<file path="src/rtl/fifo_word_packer_pkg.sv">
// Shared types and constants for the byte-to-word packer.
package fifo_pack_pkg;

  localparam int BYTE_W = 8;

  typedef enum logic {
    FILL,
    OUT
  } state_e;

endpackage

</file>
<file path="src/rtl/fifo_word_packer_if.sv">
// FIFO read port plus packed-word output port of the packer, bundled as one interface.
interface fifo_word_packer_if
  import fifo_pack_pkg::*;
#(
  parameter int BYTES_PER_WORD = 4
);

  logic                             fifo_rreq;
  logic [BYTE_W-1:0]                fifo_rdata;
  logic                             fifo_isempty;
  logic                             fifo_rready;
  logic                             flush;
  logic [BYTE_W*BYTES_PER_WORD-1:0] word_data;
  logic [BYTES_PER_WORD-1:0]        word_keep;
  logic                             word_valid;
  logic                             word_ready;

  // master is the packer itself; slave is the FIFO/sink environment around it
  modport master (
    output fifo_rreq, word_data, word_keep, word_valid,
    input  fifo_rdata, fifo_isempty, fifo_rready, flush, word_ready
  );

  modport slave (
    input  fifo_rreq, word_data, word_keep, word_valid,
    output fifo_rdata, fifo_isempty, fifo_rready, flush, word_ready
  );

endinterface

</file>
<file path="src/rtl/fifo_word_packer_idle_timer.sv">
// Idle-cycle counter that saturates at TIMEOUT-1 and flags expiry; TIMEOUT=0 never expires.
module fifo_pack_idle_timer #(
  parameter int TIMEOUT = 16
) (
  input  logic clk,
  input  logic resetn,
  input  logic clear_i,
  input  logic enable_i,
  output logic expired_o
);

  localparam int LIMIT = (TIMEOUT == 0) ? 0 : TIMEOUT - 1;
  localparam int CW    = (LIMIT < 1) ? 1 : $clog2(LIMIT + 1);

  logic [CW-1:0] idle_ctr_q, idle_ctr_d;

  always_comb begin
    idle_ctr_d = idle_ctr_q;
    if (clear_i) begin
      idle_ctr_d = '0;
    end else if (enable_i && (idle_ctr_q != CW'(LIMIT))) begin
      idle_ctr_d = idle_ctr_q + CW'(1);
    end
  end

  always_ff @(posedge clk) begin
    if (!resetn) begin
      idle_ctr_q <= '0;
    end else begin
      idle_ctr_q <= idle_ctr_d;
    end
  end

  assign expired_o = (TIMEOUT != 0) && (idle_ctr_q == CW'(LIMIT));

endmodule

</file>
<file path="src/rtl/fifo_word_packer.sv">
// Pops bytes from a 1-cycle-latency FIFO and packs them little-endian into words,
// emitting partial words on flush or idle timeout with per-lane keep flags.
module fifo_word_packer
  import fifo_pack_pkg::*;
#(
  parameter int BYTES_PER_WORD = 4,
  parameter int TIMEOUT        = 16
) (
  input logic               clk,
  input logic               resetn,
  fifo_word_packer_if.master bus
);

  localparam int WORD_W = BYTE_W * BYTES_PER_WORD;
  localparam int CNT_W  = $clog2(BYTES_PER_WORD + 1);

  state_e                    state_q, state_d;
  logic [CNT_W-1:0]          cnt_q, cnt_d, cnt_landed;
  logic                      pend_q;
  logic [WORD_W-1:0]         data_q, data_d;
  logic [BYTES_PER_WORD-1:0] keep_q, keep_d;
  logic                      valid_q;

  logic fire;
  logic has_bytes;
  logic partial_emit;
  logic leave_fill;
  logic timer_clear;
  logic timer_enable;
  logic timer_expired;

  // A read is only requested when the in-flight byte still leaves room in the word
  assign has_bytes  = (cnt_q != '0);
  assign fire       = (state_q == FILL) && !bus.fifo_isempty && bus.fifo_rready &&
                      ((int'(cnt_q) + int'(pend_q)) < BYTES_PER_WORD);
  assign cnt_landed = cnt_q + CNT_W'(pend_q);

  assign partial_emit = (state_q == FILL) && has_bytes && !pend_q && !fire &&
                        (bus.flush || timer_expired);

  assign leave_fill   = (state_q == FILL) && (state_d == OUT);
  assign timer_clear  = fire || (state_q != FILL) || !has_bytes || leave_fill;
  assign timer_enable = (state_q == FILL) && has_bytes && !fire;

  fifo_pack_idle_timer #(
    .TIMEOUT (TIMEOUT)
  ) u_idle_timer (
    .clk       (clk),
    .resetn    (resetn),
    .clear_i   (timer_clear),
    .enable_i  (timer_enable),
    .expired_o (timer_expired)
  );

  always_comb begin
    state_d = state_q;
    cnt_d   = cnt_q;
    data_d  = data_q;
    keep_d  = keep_q;
    case (state_q)
      FILL: begin
        if (pend_q) begin
          for (int i = 0; i < BYTES_PER_WORD; i++) begin
            if (cnt_q == CNT_W'(i)) begin
              data_d[i*BYTE_W +: BYTE_W] = bus.fifo_rdata;
            end
          end
        end
        cnt_d = cnt_landed;
        if (cnt_landed == CNT_W'(BYTES_PER_WORD)) begin
          state_d = OUT;
          keep_d  = '1;
        end else if (partial_emit) begin
          state_d = OUT;
          for (int i = 0; i < BYTES_PER_WORD; i++) begin
            keep_d[i] = (CNT_W'(i) < cnt_q);
          end
        end
      end
      OUT: begin
        if (bus.word_ready) begin
          state_d = FILL;
          cnt_d   = '0;
          data_d  = '0;
          keep_d  = '0;
        end
      end
      default: state_d = FILL;
    endcase
  end

  // A byte in flight across reset is dropped because pend_q restarts at zero
  always_ff @(posedge clk) begin
    if (!resetn) begin
      state_q <= FILL;
      cnt_q   <= '0;
      pend_q  <= 1'b0;
      data_q  <= '0;
      keep_q  <= '0;
      valid_q <= 1'b0;
    end else begin
      state_q <= state_d;
      cnt_q   <= cnt_d;
      pend_q  <= fire;
      data_q  <= data_d;
      keep_q  <= keep_d;
      valid_q <= (state_d == OUT);
    end
  end

  assign bus.fifo_rreq  = fire;
  assign bus.word_data  = data_q;
  assign bus.word_keep  = keep_q;
  assign bus.word_valid = valid_q;

endmodule
</file>
<file path="src/flat_wrapper.sv">
// flat-port wrapper written by rule: the top's interface ports become plain ports
module fifo_word_packer_flat import fifo_pack_pkg::*;
#(
  parameter int BYTES_PER_WORD = 4,
  parameter int TIMEOUT        = 16
)
  (clk, resetn, bus_fifo_rreq, bus_word_data, bus_word_keep, bus_word_valid, bus_fifo_rdata, bus_fifo_isempty, bus_fifo_rready, bus_flush, bus_word_ready);
  fifo_word_packer_if #(.BYTES_PER_WORD(BYTES_PER_WORD)) bus_i ();
  input logic clk;
  input logic resetn;
  output wire logic [$bits(bus_i.fifo_rreq)-1:0] bus_fifo_rreq;
  output wire logic [$bits(bus_i.word_data)-1:0] bus_word_data;
  output wire logic [$bits(bus_i.word_keep)-1:0] bus_word_keep;
  output wire logic [$bits(bus_i.word_valid)-1:0] bus_word_valid;
  input wire logic [$bits(bus_i.fifo_rdata)-1:0] bus_fifo_rdata;
  input wire logic [$bits(bus_i.fifo_isempty)-1:0] bus_fifo_isempty;
  input wire logic [$bits(bus_i.fifo_rready)-1:0] bus_fifo_rready;
  input wire logic [$bits(bus_i.flush)-1:0] bus_flush;
  input wire logic [$bits(bus_i.word_ready)-1:0] bus_word_ready;
  assign bus_fifo_rreq = bus_i.fifo_rreq;
  assign bus_word_data = bus_i.word_data;
  assign bus_word_keep = bus_i.word_keep;
  assign bus_word_valid = bus_i.word_valid;
  assign bus_i.fifo_rdata = bus_fifo_rdata;
  assign bus_i.fifo_isempty = bus_fifo_isempty;
  assign bus_i.fifo_rready = bus_fifo_rready;
  assign bus_i.flush = bus_flush;
  assign bus_i.word_ready = bus_word_ready;
  fifo_word_packer #(.BYTES_PER_WORD(BYTES_PER_WORD), .TIMEOUT(TIMEOUT)) u_core (.clk(clk), .resetn(resetn), .bus(bus_i));
endmodule
</file>
<file path="config.mk">
export PLATFORM = sky130hd
export DESIGN_NAME = fifo_word_packer_flat
export DESIGN_NICKNAME = d
export VERILOG_FILES = /design/src/rtl/fifo_word_packer_pkg.sv /design/src/rtl/fifo_word_packer_if.sv /design/src/rtl/fifo_word_packer_idle_timer.sv /design/src/rtl/fifo_word_packer.sv /design/src/flat_wrapper.sv
export SDC_FILE = /design/constraint.sdc
export NUM_CORES = 1
export LEC_CHECK = 0
export CAP_MARGIN = 20
export CORE_MARGIN = 4
export CORE_UTILIZATION = 30
export CTS_BUF_LIST = sky130_fd_sc_hd__clkbuf_8
export DETAILED_ROUTE_END_ITERATION = 10
export GPL_TIMING_DRIVEN = 0
export PLACE_DENSITY = 0.51
export SYNTH_ARGS = -nofsm -noshare
export SYNTH_HDL_FRONTEND = slang
export SYNTH_SLANG_ARGS = --single-unit
</file>
<file path="constraint.sdc">
create_clock -name clk -period 2.05 [get_ports clk]
set_clock_uncertainty 0.2 [all_clocks]
set_input_delay 0.41 -clock clk [delete_from_list [all_inputs] [get_ports clk]]
set_output_delay 0.41 -clock clk [all_outputs]
set_load 0.1 [all_outputs]
</file>
==> reports/qor.yml <==
violations: "negative setup slack"
hold_depth: 2
critical-path-max-stage-delay_ps: 370
nNetsFinal: 290
hold_viol_final: 0
path_buf_inv: 1
reg2reg_to: "u_core.u_idle_timer.idle_ctr_q[3]$_SDFFE_PP0P_"
port_buffers: 50
synth_edf_count: 0
fillerInstances: 647
synth.top_cells.by_count: "dfxtp_1, nor2b_1, mux2i_1"
synth_nets: 222
p_int_uw: 1500
drt_iter0_markers: 27
cts.htree.levels: 2
seq_area_frac_synth: 0.447
critical_path_class: "reg -> out"
synth_area_per_cell_um2: 9.84
netlist.area_leader.share: 0.447
ys_warn_count: 0
die_w_um: 90.0
clock_latency_ps: 310
path_max_fanout: 3
grt_max_degree: 16
comb_power_share: 0.161
seq_power_share: 0.439
relSlewSlack: 0.367
multi_input_area_um2: 1130
fin_area_um2: 2990
hold_path_startpoint: "u_core.bus.word_keep[0]$_SDFFE_PN0P_"
routabilityCongestion: 0.739
synthToLayoutAreaGrowth_pct: 48.3
power_density_nw_per_um2: 689
numCtsBuffers: 5
grt_pass1_wl_um: 8370
start_kind: "flop"
rows: 29
synth-async-reset-ratio: 0
finalCoreUtilization: 0.466
setup_viol: 5
cp.required_ps: 1440
initial_core_util: 0.314
fin_crit_ps: 2330
cp_common_cell: "ha_4"
regArea_um2: 913
synth_cell_type_count: 37
grt_overflow_total: 0
max_freq_mhz: 430
ctsHoldBuffers: 0
synth_top_cell_by_area: "dfxtp_1"
ant_nets: 0
post-dp-hpwl_um: 3740
drc: 0
r2r_slack_ps: -200
cts_tree: "done"
hold_class: "reg -> reg"
irDropWorstVdd_uv: 346
cpLargestDelayFamily: "flip-flops"
hold_end: "u_core.bus.word_keep[0]$_SDFFE_PN0P_"
rsz0062_at_grt: "yes"
status: "complete, but fails checks"
grt_antenna_before_repair: 0
max_cap_viol_count: 0
dieArea_um2: 8100
clk_pin_slew_ps: 90
totalPowerFinal_uw: 2060
setup_ws_ps: -277
period_share: 1.14
num_antenna_cells: 0
netlist_instances: 205
reg2reg_depth: 8
clkPwrFrac: 0.401
ys.flop_type: "dfxtp_1"
worstPathArrival_ps: 1720
io_pins: 52
ys_ff_latch: 45
drive_above_1_share: 0.303
wl_um: 5260
synth.area.top_cells: "dfxtp_1, mux2i_1, nor2b_1"
vias: 1623
critPathCaptureType: "output port"
tightest_slew_ps: 943
p_leak_uw: 0.00108
placed_area_um2: 2660
p_sw_uw: 565
grt_pass1_vias: 1618
r2r_start: "u_core.pend_q$_SDFF_PN0_"
wl_per_cell_um: 15.0
vias_per_cell: 4.62
cts-root-buf: "clkbuf_8"
die_h_um: 90.0
dr.pass1.iters: 4
synth_area_um2: 2020
switching_share: 0.274
cts_sinks: 45
cp_cell_sequence: "ha_4, ha_4, a21boi_2, a21oi_2, or2_4, nor2_4, buf_12"
clockBufferDepth: 2
grt_usage: 0.130
slowest_stage: "dfxtp_4"
synth_most_common_cell: "dfxtp_1"
core_um2: 6420
slew_viol_final: 0
## placed cells by master (no fill, tap or decap), types with 3 or more instances in the layout
cell type and instances:
nor2_1 5, clkbuf_1 7, nor3_1 4, dfxtp_4 3
clkbuf_8 5, mux2i_1 28, nor2b_1 34, a21o_1 3
o21ai_0 3, dfxtp_1 41, clkdlybuf4s50_1 12, clkdlybuf4s15_2 37
buf_4 10, a21boi_0 8, nand2_1 15, nand3_1 15
## sequential cells by signal, summed over array words and instances, names as in the netlist
name / cells
u_core.bus.word_data: 32
u_core.bus.word_keep: 4
u_core.u_idle_timer.idle_ctr_q: 4
u_core.cnt_q: 3
u_core.pend_q: 1
u_core.state_q: 1
## worst min-delay path, cell delays in order, from the launching register on
cell,delay (ps)
dfxtp_1,320
nand2_1,50
a21boi_1,50
## final cells by class
cell class	instances	share of cell area
Buffer	10	0.0142
Clock buffer	5	0.0230
Tap cell	77	0.0322
Multi-Input combinational cell	146	0.378
Sequential cell	45	0.305
Inverter	4	0.00502
Timing Repair Buffer	61	0.219
Clock inverter	3	0.0230
## timing repair
item,4_1_cts,5_1_grt
setup buffers,4,7
endpoints found under the setup margin,48,29
gates resized for setup,124,6
pin swaps,4,6
## per-stage QoR
step / TNS [ps] / setup WS (ps) / hold slack (ps) / instances
2_1_floorplan: -192 / -192 / 273 / 205
3_3_place_gp: -7100 / -1070 / 255 / 332
3_5_place_dp: -6720 / -1070 / 265 / 332
4_1_cts: -999 / -288 / 278 / 344
5_1_grt: -3340 / -326 / 298 / 351
6_report: -902 / -277 / 259 / 351
## worst max-delay path by stage
stage                                      start            end  slack (ps)  cells past startpoint
global placement                bus_fifo_isempty  bus_fifo_rreq       -1070                      5
finish                  u_core.pend_q$_SDFF_PN0_  bus_fifo_rreq        -280                      7
detailed placement              bus_fifo_isempty  bus_fifo_rreq       -1070                      5
floorplan           u_core.cnt_q[0]$_SDFFE_PN0P_  bus_fifo_rreq        -190                      6
global route            u_core.pend_q$_SDFF_PN0_  bus_fifo_rreq        -330                      7
CTS                     u_core.pend_q$_SDFF_PN0_  bus_fifo_rreq        -290                      7
## per-layer routing
metal	up-vias	wire, um	GRT usage
met5	-	0	0
met4	0	80	0.0497
met3	7	192	0.0309
met2	31	2400	0.204
li1	839	-	-
met1	746	2590	0.174
## power groups by stage
stage	combinational [uW]	sequential, uW	clock, uW
after floorplan	113	1040	0
after global placement	311	929	0
after detailed placement	309	929	0
after CTS	320	905	835
after global routing	348	907	872
final	331	904	826
## kinds of logic (layout without fill, tap and decap cells)
group,count (synthesis),count (layout),synth area share
xor gates and xnor gates,2,2,0.00869
buffers and inverters,14,83,0.0273
muxes,28,28,0.139
AOI/OAI and AO/OA,27,27,0.118
and+or+nand+nor,86,86,0.241
adders and majority gates,3,3,0.0186
DFF,45,45,0.447
No activity file was read; power rests on OpenSTA's default activity.
